File: src/rtl/arith_pkg.sv
// rtl/arith_pkg.sv - shared arithmetic-unit constants and state types
package arith_pkg;

  localparam int WIDTH_DEF = 16;
  localparam int CNT_W_DEF = 5;
  localparam int PROD_W    = 2 * WIDTH_DEF;

  typedef enum logic {
    IDLE = 1'b0,
    RUN  = 1'b1
  } state_t;

endpackage

File: src/rtl/mul_step.sv
// rtl/mul_step.sv - one shift-and-add iteration of the unsigned multiplier
module mul_step #(
  parameter int WIDTH = 16
) (
  input  logic [2*WIDTH-1:0] acc,
  input  logic [2*WIDTH-1:0] mcand,
  input  logic [WIDTH-1:0]   mplr,
  output logic [2*WIDTH-1:0] acc_next,
  output logic [2*WIDTH-1:0] mcand_next,
  output logic [WIDTH-1:0]   mplr_next
);

  assign acc_next   = mplr[0] ? (acc + mcand) : acc;
  assign mcand_next = mcand << 1;
  assign mplr_next  = mplr >> 1;

endmodule

File: src/rtl/mul_seq.sv
// rtl/mul_seq.sv - iterative WIDTHxWIDTH unsigned multiplier, one multiplier bit per cycle
module mul_seq
  import arith_pkg::*;
#(
  parameter int WIDTH = WIDTH_DEF,
  parameter int CNT_W = CNT_W_DEF
) (
  input  logic                 clk,
  input  logic                 rst,
  input  logic                 start,
  input  logic [WIDTH-1:0]     a,
  input  logic [WIDTH-1:0]     b,
  output logic                 busy,
  output logic                 done,
  output logic [WIDTH-1:0]     out,
  output logic                 ov,
  output logic [2*WIDTH-1:0]   product
);

  localparam int PW = 2 * WIDTH;
  localparam logic [CNT_W-1:0] LAST = CNT_W'(WIDTH - 1);

  state_t            state, state_n;
  logic [PW-1:0]     acc, acc_n, mcand, mcand_n, prod_n;
  logic [WIDTH-1:0]  mplr, mplr_n;
  logic [CNT_W-1:0]  cnt, cnt_n;
  logic              done_n;
  logic [PW-1:0]     step_acc, step_mcand;
  logic [WIDTH-1:0]  step_mplr;

  mul_step #(.WIDTH(WIDTH)) u_step (
    .acc        (acc),
    .mcand      (mcand),
    .mplr       (mplr),
    .acc_next   (step_acc),
    .mcand_next (step_mcand),
    .mplr_next  (step_mplr)
  );

  always_ff @(posedge clk) begin
    if (rst) begin
      state   <= IDLE;
      acc     <= '0;
      mcand   <= '0;
      mplr    <= '0;
      cnt     <= '0;
      done    <= 1'b0;
      product <= '0;
    end else begin
      state   <= state_n;
      acc     <= acc_n;
      mcand   <= mcand_n;
      mplr    <= mplr_n;
      cnt     <= cnt_n;
      done    <= done_n;
      product <= prod_n;
    end
  end

  always_comb begin
    state_n = state;
    acc_n   = acc;
    mcand_n = mcand;
    mplr_n  = mplr;
    cnt_n   = cnt;
    done_n  = 1'b0;
    prod_n  = product;
    case (state)
      IDLE: begin
        if (start) begin
          acc_n   = '0;
          mcand_n = {{WIDTH{1'b0}}, a};
          mplr_n  = b;
          cnt_n   = '0;
          state_n = RUN;
        end
      end
      RUN: begin
        acc_n   = step_acc;
        mcand_n = step_mcand;
        mplr_n  = step_mplr;
        cnt_n   = cnt + CNT_W'(1);
        // Fixed iteration count: zero operands still take the full WIDTH cycles.
        if (cnt == LAST) begin
          prod_n  = step_acc;
          done_n  = 1'b1;
          state_n = IDLE;
        end
      end
      default: state_n = IDLE;
    endcase
  end

  assign busy = (state == RUN);
  assign out  = product[WIDTH-1:0];
  assign ov   = |product[PW-1:WIDTH];

endmodule
File: config.mk
export PLATFORM = sky130hd
export DESIGN_NAME = mul_seq
export DESIGN_NICKNAME = d
export VERILOG_FILES = /design/src/rtl/arith_pkg.sv /design/src/rtl/mul_step.sv /design/src/rtl/mul_seq.sv
export SDC_FILE = /design/constraint.sdc
export NUM_CORES = 1
export LEC_CHECK = 0
export CORE_AREA = 5 5 111 113
export CTS_BUF_LIST = sky130_fd_sc_hd__clkbuf_8
export DETAILED_ROUTE_END_ITERATION = 10
export DIE_AREA = 0 0 116 118
export DONT_BUFFER_PORTS = 1
export PLACE_DENSITY_LB_ADDON = 0.25
export SYNTH_ARGS = -nofsm -noshare
export SYNTH_HDL_FRONTEND = slang
export SYNTH_SLANG_ARGS = --single-unit
File: constraint.sdc
create_clock -name clk -period 3.5 [get_ports clk]
set_clock_uncertainty 0.2 [all_clocks]
set_input_delay 0.35 -clock clk [delete_from_list [all_inputs] [get_ports clk]]
set_output_delay 0.35 -clock clk [all_outputs]
set_load 0.005 [all_outputs]
==> results of run 1 <==
cell usage in the layout, fill, tap and decap left out, types with 3 or more instances in the layout:
master,synthesis,routed
nor4_1,4,4
nand2_1,48,48
mux2i_1,49,49
a32oi_1,3,3
a22oi_1,13,13
buf_4,16,10
nand4_1,7,7
nand2b_1,5,5
xor2_1,15,15
nand3_1,16,16
nor3_1,8,8
clkbuf_8,0,19
nor2_1,134,134
a21oi_1,88,87
and3_1,25,25
dlygate4sd3_1,0,33
a21o_1,28,28
o21ai_0,26,26
nor2b_1,7,7
mux2_2,4,4
a221o_1,3,3
ha_1,33,33
dfxtp_1,119,118
a31oi_1,9,9
o31ai_1,3,3
xnor2_1,14,14
bufinv_16,0,3
o21ai_1,10,10
a21oi_2,2,3
a22o_1,12,12
inv_1,7,10
kinds of logic (layout without fill, tap and decap cells):
family / count (synthesis) / count (layout)
adders and majority gates: 34 / 34
AOI/OAI and AO/OA: 214 / 214
xor gates and xnor gates: 29 / 29
DFF: 119 / 119
buffers and inverters: 81 / 83
and+or+nand+nor: 269 / 269
muxes: 53 / 53
where the power goes:
part	internal (uW)	switching, uW	leakage [uW]	total, uW
clock	723	546	0.000207	1270
sequential	1380	18.8	0.000964	1400
combinational	103	161	0.00211	264
total	2210	725	0.00328	2930
area by class of cell:
type                       instances  share of cell area, %
multi-input combinational        599                   52.5
clock inverter                    11                   1.86
timing repair buffer              45                   6.25
inverter                           8                  0.414
sequential                       119                   32.9
clock buffer                      19                   3.61
tap                              143                   2.47
through the flow:
step | total power [uW] | instances | hold slack (ps) | setup slack (ps)
floorplan | 1600 | 799 | 252 | 707
global placement | 1620 | 879 | 231 | 564
detailed placement | 1630 | 879 | 235 | 518
CTS | 2950 | 944 | 3.96 | 500
global route | 3050 | 944 | 39.8 | 311
finish | 2930 | 944 | 10.7 | 495
worst max path at each step:
stage                                    end  cells past startpoint
floorplan           product[28]$_SDFFE_PP0P_                     11
global placement    product[28]$_SDFFE_PP0P_                     11
detailed placement  product[28]$_SDFFE_PP0P_                     11
CTS                 product[28]$_SDFFE_PP0P_                     11
global route        product[28]$_SDFFE_PP0P_                     11
finish              product[28]$_SDFFE_PP0P_                     11
routing by layer:
layer	routed length, um	part of all wire, %	up-vias
met2	8080	47	167
met3	1140	6.6	23
li1	-	-	2794
met4	293	1.7	0
met1	7610	44	2708
met5	0	0	-
sequential cells by signal (all words and copies together), names as in the netlist:
signal,cells
acc,32
mcand,32
done,1
mplr,16
busy,1
product,32
cnt,5
worst max-delay path: cells and delay by family (launching register included):
family | cells | cell delay [ps]
AND/OR/NAND/NOR | 3 | 630
adder cells (fa/ha/maj) | 2 | 630
flip-flops | 1 | 320
AO/OA/AOI/OAI | 6 | 1170
==> results.yml, run 1 <==
detailed_routing:
  first_iter_violations: 532
  wl_per_cell_um: 18.1
  routed_via_density: 6.03
  drc: 0
  wirelength_um: 17100
  ant_nets: 0
  num_vias: 5692
  drtPass1Iterations: 6
outcome:
  status: "completed"
sta:
  post-route-min-period_ps: 3010
  fin_crit_sh_pct: 85.9
  tightestPinTransition_ps: 1010
  setup_violations: 0
  rsz0062_at_grt: "false"
  hold_violations: 0
  setup-tns-final_ps: 0
  fmaxAchievable_mhz: 333
  relSlewSlack_pct: 32.6
  slew_viol_final: 0
clock_tree:
  insertion_delay_ps: 460
  cts_tree: "done"
  ctsHoldBuffers: 35
  cts_buffer_depth: 2
  cts_setup_buffers: 0
  cts-root-buf: "clkbuf_8"
  cts_sinks: 119
  clkTransAtPathRegs_ps: 70
  cts_resized: 0
  cts_inserted_buffers: 17
  htree_levels: 4
synthesis:
  avgSynthCellArea_um2: 8.20
  ys_warn_count: 0
  synth_area_leader_cell: "dfxtp_1"
  synth_fa_ha_area_share_pct: 6.60
  ys_top_cells_by_area: "dfxtp_1 (36%), nor2_1 (7.7%), mux2i_1 (7.5%), a21oi_1 (6.7%), ha_1 (6.3%)"
  yosysMostFrequentCell: "nor2_1"
  netlist_instances: 799
  synth_commonest_cells: "nor2_1 (134), dfxtp_1 (119), a21oi_1 (88)"
  synth-simple-area-share_pct: 18.7
  synth_async_sr_flop_share_pct: 0
  synth_xor_area_share_pct: 3.87
  synth_mux_area_share_pct: 8.17
  synth_ff_type: "dfxtp_1"
  ys_ff_latch: 119
  synth_compound_area_share_pct: 20.7
  syn_area_um2: 6560
  synth_top_family_by_area: "compound AO/OA/AOI/OAI gates"
  yosysSeqAreaShare_pct: 36.3
  synthDominantCellAreaShare_pct: 36.3
  yosysUniqueCellTypes: 54
  synth_edf_count: 0
  syn-num-nets: 868
power_and_ir_drop:
  p_leak_uw: 0.00328
  p_per_area_nw_per_um2: 404
  vdd_drop_max_v: 0.000307
worst_setup_path:
  regToRegStartpoint: "acc[0]$_SDFFE_PP0P_"
  r2r-end: "product[28]$_SDFFE_PP0P_"
  startpoint: "acc[0]$_SDFFE_PP0P_"
  slowest_delay_ps: 400
  r2r_slack_ps: 490
  arrival_ps: 3210
  required_ps: 3700
  worstSetupStartpointType: "flop"
  ff2ff_path_depth: 11
  endpoint_kind: "flop"
  crit_path_frequent_cell: "a21o_1"
  worstPathCellList: "ha_1 -> fa_1 -> a21o_1 -> a21o_1 -> nand4_1 -> a21oi_2 -> o22ai_2 -> o21ai_1 -> a221o_1 -> or3_1 -> nand3_1"
  critPathSlowestCell: "fa_1"
  path_max_fanout: 4
  path_class: "reg2reg"
layout:
  drive_gt1_share_pct: 6.74
  stdcell_area_um2: 7250
  ff_latch_area_um2: 2380
  fill_cells: 970
  areaGrowthSynthToFinish_pct: 10.6
  diodes: 0
  multi_input_area_um2: 3810
  utilization_pct: 64.6
  final_nets: 859
hold_path:
  hold_end: "mcand[15]$_SDFFE_PP0P_"
  hold_start: "a[15]"
  hold_depth: 4
  hold_class: "in2reg"
global_routing:
  grt_pass1_vias: 5529
  use_met3_pct: 6.53
  track_usage_pct: 25.9
  grt_pass1_wl_um: 28000
  grt_antenna_before_repair: 0
  gr-usage-met2_pct: 41.6
  grt-ovfl-total: 0
  grt-busiest-layer: "met2"
  use_met1_pct: 34.1
  grt_max_degree: 81
floorplanning:
  ios: 86
  rows: 39
  die_area_um2: 13700
  dieWidth_um: 116
  die_y_um: 118
  start_util_pct: 58.4
  fp.coreArea_um2: 11200
place:
  gp_congestion: 0.932
  dp_hpwl_um: 11000
  numPortBuffers: 0
  dpl_cell_area_um2: 6480
job:
  maxCapViolCount: 0
(Power assumes the default switching activity.)
==> run 2: changes to the inputs <==
--- a/config.mk
+++ b/config.mk
@@ -6,7 +6,6 @@
 export NUM_CORES = 1
 export LEC_CHECK = 0
 export CORE_AREA = 5 5 111 113
-export CTS_BUF_LIST = sky130_fd_sc_hd__clkbuf_8
 export DETAILED_ROUTE_END_ITERATION = 10
 export DIE_AREA = 0 0 116 118
 export DONT_BUFFER_PORTS = 1
==> results.yml, run 2 (same netlist as run 1, synthesis figures left out) <==
power_and_ir_drop:
  switching_power_uw: 764
  p_per_area_nw_per_um2: 468
  p_leak_uw: 0.00327
  p_int_uw: 2610
  p_comb_share_pct: 6.9
  switching_share_pct: 22.6
  seq_power_share_pct: 41.5
  clkPwrFrac_pct: 51.6
  vdd_drop_max_v: 0.000389
  p_total_uw: 3380
worst_setup_path:
  regToRegStartpoint: "acc[0]$_SDFFE_PP0P_"
  endpoint: "product[28]$_SDFFE_PP0P_"
  startpoint: "acc[0]$_SDFFE_PP0P_"
  required_ps: 3660
  worstSetupStartpointType: "flop"
  r2r-end: "product[28]$_SDFFE_PP0P_"
  path_class: "reg2reg"
  ff2ff_path_depth: 11
  r2r_slack_ps: 500
  path_max_fanout: 4
  arrival_ps: 3160
  endpoint_kind: "flop"
floorplanning:
  rows: 39
  start_util_pct: 58.4
  dieWidth_um: 116
  ios: 86
  fp.coreArea_um2: 11200
  die_area_um2: 13700
  die_y_um: 118
global_routing:
  grt-ovfl-total: 0
  track_usage_pct: 25.2
  use_met3_pct: 6.22
  grt_pass1_wl_um: 27300
  grt_max_degree: 80
  gr-usage-met2_pct: 39.7
  grt-busiest-layer: "met2"
  use_met1_pct: 33.5
  grt_antenna_before_repair: 0
  grt_pass1_vias: 5384
detailed_routing:
  drtPass1Iterations: 5
  ant_nets: 0
  wirelength_um: 16800
  wl_per_cell_um: 18.2
  first_iter_violations: 496
  num_vias: 5587
  drc: 0
  routed_via_density: 6.05
layout:
  reg_top3: "acc x32, mcand x32, product x32"
  final_nets: 838
  areaGrowthSynthToFinish_pct: 10.2
  fin_cells: 923
  layout_common_cells: "nor2_1 (134), dfxtp_1 (118), a21oi_1 (87)"
  stdcell_area_um2: 7220
  final_common_cell: "nor2_1"
  drive_gt1_share_pct: 6.79
  diodes: 0
outcome:
  status: "completed"
sta:
  setup-tns-final_ps: 0
  fin_crit_sh_pct: 85.6
  rsz0062_at_grt: "false"
  hold_slack_ps: 11.3
  relSlewSlack_pct: 31.4
  slew_viol_final: 0
  fmaxAchievable_mhz: 334
  hold_violations: 0
  setup_violations: 0
  post-route-min-period_ps: 3000
  tightestPinTransition_ps: 1030
clock_tree:
  cts_inserted_buffers: 17
  cts_resized: 0
  cts_tree: "done"
  cts_buffer_depth: 2
  clkTransAtPathRegs_ps: 60
  htree_levels: 4
  cts-root-buf: "clkbuf_16"
  insertion_delay_ps: 420
  cts_sinks: 119
place:
  dp_cells: 879
  gp_congestion: 0.932
  dpl_cell_area_um2: 6480
  numPortBuffers: 0
  dp_hpwl_um: 11000
job:
  maxCapViolCount: 0
hold_path:
  hold_class: "in2reg"
run 2: changes by cell type in the layout (fill, tap and decap cells not counted), sizes merged:
| cell | previous run | this run |
|---|---|---|
| inv | 10 | 7 |
| dlygate4sd3 | 33 | 13 |
| clkbuf | 19 | 22 |
| buf | 12 | 11 |
run 2: cell type report:
type                       count  area (um^2)
tap                          143          179
multi-input combinational    599         3810
inverter                       8         30.0
sequential                   119         2380
fill                         966         4000
clock buffer                  22          464
clock inverter                 8          124
timing repair buffer          24          233
run 2: power groups by stage:
stage,sequential [uW],combinational [uW],clock (uW)
4_1_cts,1400,231,1770
6_report,1400,233,1740
5_1_grt,1400,257,1830
3_3_place_gp,1430,193,0
3_5_place_dp,1430,199,0
2_1_floorplan,1420,178,0
run 2: how the worst min path moves through the flow:
stage,start,cells past startpoint,end
global route,rst,2,busy$_SDFF_PP0_
global placement,rst,1,cnt[2]$_SDFFE_PP0P_
finish,b[13],4,mplr[13]$_SDFFE_PP0P_
CTS,a[3],4,mcand[3]$_SDFFE_PP0P_
detailed placement,rst,1,mplr[0]$_SDFFE_PP0P_
floorplan,acc[24]$_SDFFE_PP0P_,2,acc[24]$_SDFFE_PP0P_
run 2: timing repair:
action                    CTS  global route
hold buffers               14             0
setup buffers               0             0
hold endpoints to repair   80             0
run 2: critical path, cell delays in order (launching register included):
cell and delay [ps]:
dfxtp_1 320, ha_1 230, fa_1 400, a21o_1 170
a21o_1 220, nand4_1 190, a21oi_2 90, o22ai_2 180
o21ai_1 100, a221o_1 400, or3_1 350, nand3_1 80
run 2: stage by stage:
step	utilization, %	setup slack, ps
6_report	64.3	505
5_1_grt	64.3	315
4_1_cts	64.3	504
3_5_place_dp	57.7	518
3_3_place_gp	57.7	564
2_1_floorplan	-	707
run 2: metal layers:
| metal | vias to the layer above | share of wire, % |
|---|---|---|
| met5 | - | 0 |
| met4 | 0 | 1.8 |
| met3 | 28 | 6.9 |
| met2 | 160 | 46 |
| met1 | 2641 | 45 |
| li1 | 2758 | - |
==> RTL edit: new RTL, flow settings as in run 1 <==
Register the output `ov`; this adds one clock of latency there. The other outputs are not delayed to match.
--- a/src/rtl/mul_seq.sv
+++ b/src/rtl/mul_seq.sv
@@ -95,3 +95,5 @@
   assign out  = product[WIDTH-1:0];
-  assign ov   = |product[PW-1:WIDTH];
+  always_ff @(posedge clk) begin
+    ov <= |product[PW-1:WIDTH];
+  end
 
Check against the original RTL: no difference found for any inputs over 10 cycles, from zero or initial values and one cycle with rst high; that may be too few to reach the edited logic, so the function may still have changed.
==> RTL edit against run 1 <==
- design area grew 0.78%
- non-clock buffer count increased by 5
- area after synthesis grew 0.31%
- critical path depth unchanged
- total power fell by 1.2%
- core utilization rose by 0.50 points
- synthesized cell count rose by 0.13%
- worst setup slack lost 0.021 ns
- sequential cell count grew 1
- wire length down 4.3%
- critical path type unchanged
- largest cell class unchanged
- largest power group unchanged
==> RTL edit: results (changes against run 1) <==
Outcome
  – Run status: finished, final reports clean

Clocking
  – CTS Buf Count: 17 (unchanged)
  – Cts hold-fix bufs: 41 (+17%)
  – Clock latency on the worst-skew pair: 0.46 ns (about the same)
  – Worst-path clk slew: 0.07 ns (about the same)
  – Post-CTS Setup Inserts: 0 (unchanged)
  – Clock Path Buffers: 2 (unchanged)
  – Post_cts resized: 0 (unchanged)

Setup path
  – CP Max Fanout: 4 (unchanged)
  – Critical path launch point: acc[0]
  – Worst R2R Path Depth: 11 (unchanged)
  – Arrival time at the worst endpoint: 3.22 ns (about the same)

Synthesis
  – Area contributors post-synth: dfxtp_1 (37%), nor2_1 (7.6%), mux2i_1 (7.5%)
  – Asr flop ratio synth: 0% (unchanged)
  – Avg Cell Area, Syn: 8.22 um2 (+0.18%)
  – Main flop type after synthesis: dfxtp_1
  – Post-synth top cells: nor2_1 (134), dfxtp_1 (120), a21oi_1 (88), clkbuf_1 (49), mux2i_1 (49)
  – Syn Nets: 869 (+0.12%)
  – Sequential share of the synthesized area: 36.5% (+0.19 points)

Global route
  – Largest net degree at the start of global routing: 80 (-1.2%)
  – Met2 global-route usage: 38.6% (-3.0 points)
  – Met3 Usage GRT: 6.12% (-0.41 points)
  – Total Routing Usage GR: 24.6% (-1.3 points)
  – Grt met1 use: 32.9% (-1.2 points)
  – First-pass GRT wire length: 27.1 mm (-3.2%)
  – Vias in the first global route: 5,405 (-2.2%)

Detailed routing
  – Vias: 5,676 (-0.28%)
  – Detailed Routing Iterations Pass 1: 5 (-1)
  – Initial DRC count: 396 (-26%)
  – Drt total wl: 16.4 mm (-4.3%)

Placed design
  – I/O Buffers: 0 (unchanged)
  – Placed cell area: 6490 um2 (+0.19%)
  – Routability cong.: 0.955 (+2.5%)
  – Post-place setup slack: 0.500 ns (-0.0184 ns)
  – HPWL after DPL: 10.7 mm (-3.0%)

Layout
  – Buffers excl. clock: 50 (+11%)
  – Clock buf count: 20 (+1)
  – Fin cells: 950 (+0.64%)
  – Fraction of area in multi-input gates: 52.1% (-0.40 points)
  – Data buffer area share: 6.92% (+0.67 points)
  – Clk tree area frac: 5.21% (-0.26 points)
  – Seq cells: 120 (+0.84%)
  – Reg area: 2400 um2 (+0.84%)
  – # fillers: 935 (-3.6%)
  – Share of layout cells above drive strength 1: 6.69% (-0.050 points)
  – Area grow syn2layout: 11.1%

Min path
  – Min-delay worst type: in2reg
  – Min-delay src: rst
  – Hold-critical path depth: 3 (-1)
  – WHS Endpoint: acc[24]

Power
  – VDD IR max: 365 uV (+19%)
  – Lkg Pwr: 3.30 nW (+0.37%)
  – NetSw: 0.725 mW (about the same)
  – P_clk: 1.22 mW (-4%)
  – Reg power frac: 49.0% (+1.3 points)

Floorplanning
  – Core region area: 11,200 um2 (unchanged)

STA
  – WHS: 0.0324 ns (+0.0217 ns)
  – Tightest Pin Transition: 0.955 ns (-0.0547 ns)
  – Fmax: 330 MHz (-0.69%)
==> RTL edit: routing by layer <==
| metal | routed length, um | vias up | share of wire, % |
|---|---|---|---|
| met5 | 0 | - | 0 |
| met4 | 312 | 0 | 1.9 |
| met3 | 1030 | 34 | 6.3 |
| met2 | 7550 | 179 | 46 |
| met1 | 7500 | 2652 | 46 |
| li1 | - | 2811 | - |
==> RTL edit: cell families (layout without fill, tap and decap cells) <==
logic type	after synthesis	count (layout)	synth area share [%]
DFF	120	120	36.5
muxes	53	53	8.14
adders and majority gates	34	34	6.58
AOI/OAI and AO/OA	214	214	20.6
and+or+nand+nor	269	269	18.6
buffers and inverters	81	88	5.59
xor gates and xnor gates	29	29	3.86
==> RTL edit: worst max-delay path, cell delays in order (launching register included) <==
cell	delay, ns
dfxtp_1	0.33
ha_1	0.23
fa_1	0.41
a21o_1	0.17
a21o_1	0.22
nand4_1	0.20
a21oi_2	0.08
o22ai_2	0.19
o21ai_1	0.09
a221o_1	0.40
or3_1	0.36
nand3_1	0.08
